### src/rtl/commit_pkg.sv
// Shared types and helpers for the retire-to-checker serialization path.
package commit_pkg;

  localparam int unsigned MAX_XLEN      = 64;
  localparam int unsigned DEFAULT_DEPTH = 8;

  // Pointer width carries one extra wrap bit so full and empty are distinguishable.
  function automatic int unsigned ptr_width(input int unsigned depth);
    return $clog2(depth) + 1;
  endfunction

  localparam int unsigned PTR_W = ptr_width(DEFAULT_DEPTH);

  // Low bit index of lane `lane` inside a lane-packed bus of `width`-bit fields.
  function automatic int unsigned lane_lo(input int unsigned lane, input int unsigned width);
    return lane * width;
  endfunction

  typedef struct packed {
    logic [MAX_XLEN-1:0] pc;
    logic [31:0]         insn;
    logic                wen;
    logic [4:0]          waddr;
    logic [MAX_XLEN-1:0] wdata;
  } commit_entry_t;

endpackage

### src/rtl/commit_compactor.sv
// Lane compaction: prefix popcount gives each valid lane its slot offset.
module commit_compactor #(
  parameter  int unsigned COMMITS = 2,
  localparam int unsigned CW      = $clog2(COMMITS + 1)
) (
  input  logic [COMMITS-1:0]         valid,
  output logic [COMMITS-1:0][CW-1:0] offset,
  output logic [CW-1:0]              push_cnt
);

  logic [CW-1:0] acc;

  // Running count of valid lanes below each lane; the total is the push count.
  always_comb begin
    acc    = '0;
    offset = '0;
    for (int unsigned i = 0; i < COMMITS; i++) begin
      offset[i] = acc;
      acc       = acc + CW'(valid[i]);
    end
    push_cnt = acc;
  end

endmodule

### src/rtl/commit_serializer.sv
// Multi-lane retire FIFO draining one commit per cycle to the checker.
module commit_serializer
  import commit_pkg::*;
#(
  parameter int unsigned COMMITS = 2,
  parameter int unsigned DEPTH   = 8,
  parameter int unsigned XLEN    = 64
) (
  input  logic                    clock,
  input  logic                    reset_n,
  input  logic [COMMITS-1:0]      in_valid,
  input  logic [COMMITS*XLEN-1:0] in_pc,
  input  logic [COMMITS*32-1:0]   in_insn,
  input  logic [COMMITS-1:0]      in_wen,
  input  logic [COMMITS*5-1:0]    in_waddr,
  input  logic [COMMITS*XLEN-1:0] in_wdata,
  output logic                    in_ready,
  output logic                    out_valid,
  input  logic                    out_ready,
  output logic [XLEN-1:0]         out_pc,
  output logic [31:0]             out_insn,
  output logic                    out_wen,
  output logic [4:0]              out_waddr,
  output logic [XLEN-1:0]         out_wdata,
  output logic [63:0]             retired,
  output logic                    overflow
);

  localparam int unsigned PW = ptr_width(DEPTH);
  localparam int unsigned AW = PW - 1;
  localparam int unsigned CW = $clog2(COMMITS + 1);

  logic [PW-1:0]              wr_ptr;
  logic [PW-1:0]              rd_ptr;
  logic [PW-1:0]              count;
  logic                       run;
  logic                       pop;
  logic [COMMITS-1:0][CW-1:0] offset;
  logic [CW-1:0]              push_cnt;
  logic [AW-1:0]              slot [COMMITS];
  commit_entry_t              lane_entry [COMMITS];
  commit_entry_t              mem [DEPTH];
  commit_entry_t              head;

  commit_compactor #(.COMMITS(COMMITS)) u_compactor (
    .valid    (in_valid),
    .offset   (offset),
    .push_cnt (push_cnt)
  );

  // in_ready looks only at registered count; run keeps it low until the first edge after reset.
  assign count     = wr_ptr - rd_ptr;
  assign in_ready  = run && (count <= PW'(DEPTH - COMMITS));
  assign out_valid = (count != '0);
  assign pop       = out_valid && out_ready;

  assign head      = mem[rd_ptr[AW-1:0]];
  assign out_pc    = head.pc[XLEN-1:0];
  assign out_insn  = head.insn;
  assign out_wen   = head.wen;
  assign out_waddr = head.waddr;
  assign out_wdata = head.wdata[XLEN-1:0];

  // Unpack lane fields and compute each lane's destination slot.
  always_comb begin
    for (int unsigned i = 0; i < COMMITS; i++) begin
      lane_entry[i].pc    = MAX_XLEN'(in_pc[lane_lo(i, XLEN) +: XLEN]);
      lane_entry[i].insn  = in_insn[lane_lo(i, 32) +: 32];
      lane_entry[i].wen   = in_wen[i];
      lane_entry[i].waddr = in_waddr[lane_lo(i, 5) +: 5];
      lane_entry[i].wdata = MAX_XLEN'(in_wdata[lane_lo(i, XLEN) +: XLEN]);
      slot[i]             = wr_ptr[AW-1:0] + AW'(offset[i]);
    end
  end

  // Storage write: valid lanes land in consecutive slots from wr_ptr; contents are never reset.
  always_ff @(posedge clock) begin
    for (int unsigned i = 0; i < COMMITS; i++) begin
      if (in_ready && in_valid[i]) begin
        mem[slot[i]] <= lane_entry[i];
      end
    end
  end

  // Pointers, statistics and sticky overflow.
  always_ff @(posedge clock or negedge reset_n) begin
    if (!reset_n) begin
      wr_ptr   <= '0;
      rd_ptr   <= '0;
      retired  <= '0;
      overflow <= 1'b0;
      run      <= 1'b0;
    end else begin
      run <= 1'b1;
      if (in_ready) begin
        wr_ptr <= wr_ptr + PW'(push_cnt);
      end else if (|in_valid) begin
        overflow <= 1'b1;
      end
      if (pop) begin
        rd_ptr  <= rd_ptr + PW'(1);
        retired <= retired + 64'd1;
      end
    end
  end

endmodule
### config.mk
export PLATFORM = sky130hd
export DESIGN_NAME = commit_serializer
export DESIGN_NICKNAME = d
export VERILOG_FILES = /design/src/rtl/commit_pkg.sv /design/src/rtl/commit_compactor.sv /design/src/rtl/commit_serializer.sv
export SDC_FILE = /design/constraint.sdc
export NUM_CORES = 2
export LEC_CHECK = 0
export ABC_AREA = 1
export BUFFER_PORTS_ARGS = -buffer_cell sky130_fd_sc_hd__buf_2
export CAP_MARGIN = 20
export CORE_MARGIN = 2
export CORE_UTILIZATION = 55
export DETAILED_ROUTE_END_ITERATION = 8
export GPL_ROUTABILITY_DRIVEN = 0
export MAX_ROUTING_LAYER = met4
export PLACE_DENSITY = 0.79
export SLEW_MARGIN = 5
export SYNTH_ARGS = -nofsm -noshare
export SYNTH_HDL_FRONTEND = slang
export SYNTH_SLANG_ARGS = --single-unit
### constraint.sdc
create_clock -name clock -period 14.53 [get_ports clock]
set_clock_uncertainty 0.15 [all_clocks]
set_input_delay 1.453 -clock clock [delete_from_list [all_inputs] [get_ports clock]]
set_output_delay 1.453 -clock clock [all_outputs]
set_load 0.01 [all_outputs]
== Yosys cells after proc, flatten, opt, wreduce, memory -nomap -nowiden ==
Memories as Yosys holds them, arrays and structs flattened.
Cells that the tools add are included.

* Register bits after elaboration: 74
* Memory bits (writable): 1328
* Input bits: 337
* Output and inout port bits: 233
* Word-level logic and storage cells: 25
* Memories kept: 1

* $add $sub $neg: 6
* Magnitude comparators: 1
* Mux-type cells: 4
* Bitwise logic cells: 1
* Reduce and logical (&&, ||, !) cells: 7

{| class="wikitable"
|+ Memory list
! name !! words !! bits a word !! rd ports !! clocked after memory_dff !! wr ports !! RTL line !! RTL
|-
| mem || 8 || 166 || 1 || 0 || 2 || commit_serializer.sv:42 || <nowiki>commit_entry_t mem [DEPTH];</nowiki>
|}

{| class="wikitable"
|+ Operator list
! cell !! number
|-
| $add A64 B1 Y64 const B || 1
|-
| $add A4 B1 Y4 const B || 1
|-
| $add A4 B2 Y4 || 1
|-
| $le A4 B3 Y1 const B || 1
|-
| $logic_and A1 B1 Y1 || 4
|-
| $mux W1 || 4
|-
| $reduce_bool A4 Y1 || 1
|-
| $sub A4 B4 Y4 || 1
|-
| $add A3 B1 Y3 || 1
|-
| $add A1 B1 Y2 || 1
|-
| $reduce_and A2 Y1 || 1
|-
| $reduce_or A2 Y1 || 1
|-
| $not A1 Y1 || 1
|}

== Logic depth before layout (Yosys ltp) ==
* Depth after elaboration: 6
* Gate-level depth with buffers: 16
* Mapped depth without buffers: 11

== Cells and area by module ==
Synthesis repeated with hierarchy kept, for this count alone.

* Cells, all modules: 7791
* Area, all modules: 71272.1 um^2

{| class="wikitable"
|+ Modules (own cells, without submodules)
! module !! times used !! cells an instance !! area each (um^2) !! seq. area each (um^2)
|-
| commit_serializer || 1 || 7785 || 71225.8 || 41730.0
|-
| commit_compactor || 1 || 6 || 46.3 || 0.0
|}

== Worst setup path before layout ==
No wires, ideal clock.

* Path type: input to register
* Start: input in_valid[0]
* End: memory mem[6][0] (netlist name) (enable)
* Setup time: 1365 ps
* Arrival: 5320 ps
* Data required time: 13015 ps
* Setup slack: 7695 ps
* Stages: 9
* Path buffers: 1
* Cells stage by stage: ha_1 > ha_1 > xnor2_1 > inv_1 > nand2_1 > nor2_1 > nand3_4 > clkbuf_1 > nand2_1

{| class="wikitable"
|+ RTL lines
! what !! RTL line !! RTL
|-
| start, declared || commit_serializer.sv:11 || <nowiki>input logic [COMMITS-1:0] in_valid,</nowiki>
|-
| end, declared || commit_serializer.sv:42 ||
|}

== Worst setup path in the final report ==
* Start: register rd_ptr[0]
* End: output out_pc[43]

* Word-level cells in the longest chain between the ends: 1

{| class="wikitable"
|+ Ends and longest elaborated chain
! what !! RTL line !! RTL
|-
| start, declared || commit_serializer.sv:34 || <nowiki>logic [PW-1:0] rd_ptr;</nowiki>
|-
| start signal, assigned || commit_serializer.sv:101 || <nowiki>rd_ptr <= rd_ptr + PW'(1);</nowiki>
|-
| $mem_v2 Z8 W166 || -- ||
|-
| end, declared || commit_serializer.sv:20 || <nowiki>output logic [XLEN-1:0] out_pc,</nowiki>
|}

No other way between the ends.

==> impl_metrics.env <==
export IMPL_fin_worst_hold_slack_ns=0.345
export IMPL_portBuffers=569
export IMPL_synth_ff_latch_count=1402
export IMPL_worstSetupPathType="flop to primary output"
export IMPL_synthCells=7742
export IMPL_multi_input_area_um2=24100
export IMPL_setup_ws_ns=7.19
export IMPL_clkTransAtPathRegs_ns=0.06
export IMPL_timing_max_cap_violations=0
export IMPL_ys_async_sr_fraction_pct=5.28
export IMPL_cts_hold_buffers_added=0
export IMPL_postRouteAntennaNets=0
export IMPL_setup_violations_final=0
export IMPL_synth_net_count=8089
export IMPL_ys_flop_type="sky130_fd_sc_hd__edfxtp_1"
export IMPL_synthToLayoutAreaGrowth_pct=10.1
export IMPL_grt_overflow_total=0
export IMPL_synth_warnings=0
export IMPL_pre_cts_setup_slack_ns=7.54
export IMPL_final_period_minus_worst_setup_slack_ns=7.34
export IMPL_cp_required_ns=12.93
export IMPL_die_height_um=361
export IMPL_hpwlAfterDp_um=117000
export IMPL_cts_max_path_buffers=3
export IMPL_timing_critical_path_slowest_cell_delay_ns=0.92
export IMPL_final_util_pct=61.2
export IMPL_drtPass1Iterations=8
export IMPL_row_count=130
export IMPL_global_route_usage_total_pct=32.9
export IMPL_grt_first_pass_wirelength_um=324000
export IMPL_slew_violations=0
export IMPL_clock_tree_from_tritoncts="yes"
export IMPL_power_per_cell_area_nw_per_um2=189
export IMPL_grt_setup_unrepaired="false"
export IMPL_drt_iter0_markers=8289
export IMPL_path_max_fanout=183
export IMPL_routed_wl_um=212000
export IMPL_fin_crit_sh_pct=50.5
export IMPL_ctsRootBufferMaster="sky130_fd_sc_hd__clkbuf_16"
export IMPL_core_um2=126000
export IMPL_nets=8152
export IMPL_die_x_um=361
export IMPL_postCtsSetupBuffers=0
export IMPL_totalNegativeSetupSlack_ns=0
export IMPL_num_fill_cells=10228
export IMPL_final_hold_viol_count=0
export IMPL_synth_area_um2=70000
export IMPL_hold_class="flop to flop"
export IMPL_timing_critical_path_slowest_stage_cell="sky130_fd_sc_hd__buf_4"
export IMPL_status="finished clean"
export IMPL_worst_pin_slew_ns=1.28
export IMPL_cts_buffers=145
export IMPL_leakagePower_uw=0.0309
export IMPL_clock_tree_htree_level_count=4
export IMPL_detail_route_vias_per_cell=6.10
export IMPL_drive_above_1_share_pct=10.7
export IMPL_route_detailed_drc=0
export IMPL_seqCellArea_um2=41700
export IMPL_antenna_found_initial=57
export IMPL_peakVddDrop_uv=179
export IMPL_cp_end_kind="primary output"
export IMPL_clock_fmax_ghz=0.136
export IMPL_crit_arrival_ns=5.74
export IMPL_synth_lib_cells_used_distinct=35
export IMPL_wl_per_cell_um=22.0
export IMPL_number_of_enable_flip_flop_cells_after_synthesis=1328
export IMPL_initial_utilization_pct=55.6
export IMPL_grt_max_degree=229
export IMPL_post_synth_cell_area_avg_um2=9.04
export IMPL_grt_pass1_vias=56023
export IMPL_boundaryPins=570
export IMPL_clock_sinks=1402
export IMPL_crit_path_frequent_cell="sky130_fd_sc_hd__buf_4"
export IMPL_cp_cell_sequence="inv_8, buf_4, buf_4, buf_4, o21ai_0, o22ai_1, nand2_1, nand2_1, buf_2"
export IMPL_clock_latency_ns=0.78
export IMPL_cts_repair_resize_count=0
export IMPL_critical_path_startpoint_type="flop"
export IMPL_finalPower_uw=14600
export IMPL_num_vias=58666
export IMPL_maxSlewHeadroom_pct=14.8
export IMPL_yosysSeqAreaShare_pct=59.6
export IMPL_floorplan_die_area_um2=130000
path summary, 6_finish.rpt:
kind | slack [ns] | cells after the start | end | from
max in group asynchronous | 12.68 | 2 | rd_ptr[2]$_DFFE_PN0P_ | reset_n
min | 0.34 | 1 | overflow$_DFFE_PN0P_ | overflow$_DFFE_PN0P_
max | 7.19 | 9 | out_pc[43] | rd_ptr[0]$_DFFE_PN0P_
min reg2reg | 0.34 | 1 | overflow$_DFFE_PN0P_ | overflow$_DFFE_PN0P_
min in group asynchronous | 0.77 | 2 | retired[2]$_DFFE_PN0P_ | reset_n
max reg2reg | 7.72 | 11 | mem[6][141]$_DFFE_PP_ | rd_ptr[2]$_DFFE_PN0P_
state kept, by name, indices dropped and copies added (netlist names):
signal	cells
mem	1328
wr_ptr	4
overflow	1
rd_ptr	4
retired	64
run	1
cell usage in the layout (no fill, tap or decap), drive strengths merged, types with 8 or more instances in the layout:
| cell | count |
|---|---|
| nand3 | 68 |
| nor2 | 802 |
| o22ai | 332 |
| clkinv | 54 |
| diode | 62 |
| inv | 262 |
| nand2 | 2071 |
| edfxtp | 1328 |
| nand4 | 11 |
| clkbuf | 182 |
| ha | 8 |
| buf | 635 |
| dfrtp | 74 |
| nor3 | 10 |
| xor2 | 32 |
| bufinv | 8 |
| o21ai | 2010 |
worst max-delay path: cells and delay by family (launching register included):
| family | cells | cell delay, ns |
|---|---|---|
| AO/OA/AOI/OAI | 2 | 0.45 |
| buffers and inverters | 5 | 3.36 |
| flip-flops | 1 | 0.71 |
| AND/OR/NAND/NOR | 2 | 0.23 |
cells in the mapped netlist (2+ instances only):
library cell	number	area (µm²)
sky130_fd_sc_hd__nand4_1	11	68.8
sky130_fd_sc_hd__dfrtp_1	74	1850
sky130_fd_sc_hd__nor3b_1	2	15.0
sky130_fd_sc_hd__nor4_1	3	18.8
sky130_fd_sc_hd__o21ai_1	31	155
sky130_fd_sc_hd__o22ai_1	332	2080
sky130_fd_sc_hd__ha_1	8	100
sky130_fd_sc_hd__nand3b_1	4	30.0
sky130_fd_sc_hd__clkbuf_1	408	1530
sky130_fd_sc_hd__nor2_4	3	33.8
sky130_fd_sc_hd__fa_1	2	40.0
sky130_fd_sc_hd__nand3_1	60	300
sky130_fd_sc_hd__inv_1	253	950
sky130_fd_sc_hd__buf_1	20	75.1
sky130_fd_sc_hd__o21ai_0	1979	9900
sky130_fd_sc_hd__nand3_4	3	52.6
sky130_fd_sc_hd__buf_6	28	315
sky130_fd_sc_hd__nor3_1	10	50.1
sky130_fd_sc_hd__xnor2_1	5	43.8
sky130_fd_sc_hd__edfxtp_1	1328	39900
sky130_fd_sc_hd__nand3_2	5	50.1
sky130_fd_sc_hd__xor2_1	32	280
sky130_fd_sc_hd__buf_4	4	30.0
sky130_fd_sc_hd__buf_2	226	1130
sky130_fd_sc_hd__inv_2	3	11.3
sky130_fd_sc_hd__nand2_1	2070	7770
sky130_fd_sc_hd__nor2_1	798	3000
sky130_fd_sc_hd__clkbuf_2	33	165
layer usage:
metal | part of all wire [%] | global-route usage [%]
met1 | 37 | 42.1
met2 | 47 | 50.5
met3 | 12 | 6.34
met4 | 4.3 | 16.4
met5 | 0 | -
layout make-up:
class / instances / share of cell area, %
inverters: 257 / 1.28
flip-flops and latches: 1402 / 54.2
well taps: 1650 / 2.68
clock buffers: 182 / 4.89
clock inverters: 72 / 0.955
repair buffers: 635 / 4.51
diodes: 62 / 0.201
multi-input cells: 5364 / 31.3
report_power, final:
| part | switching (µW) | internal, µW | leakage, µW |
|---|---|---|---|
| Clock | 1620 | 2000 | 0.00216 |
| Combinational | 4030 | 1480 | 0.0158 |
| Sequential | 230 | 5250 | 0.0130 |
through the flow:
step                      std cells  cell area, µm²
final                          9624           77000
after global routing           9615           77000
after floorplan                7742           70000
after detailed placement       9306           72300
after global placement         9306           72300
after CTS                      9560           76800
kinds of logic after synthesis:
group / count (synthesis) / synth area share [%]
other cells: 1 / 0.00536
compound gates: 2344 / 17.4
buf+inv: 976 / 6.02
fa+ha+maj: 10 / 0.200
xor+xnor: 37 / 0.463
simple gates: 2972 / 16.3
flops: 1402 / 59.6
Note: power is estimated with default switching activity, not from simulation.
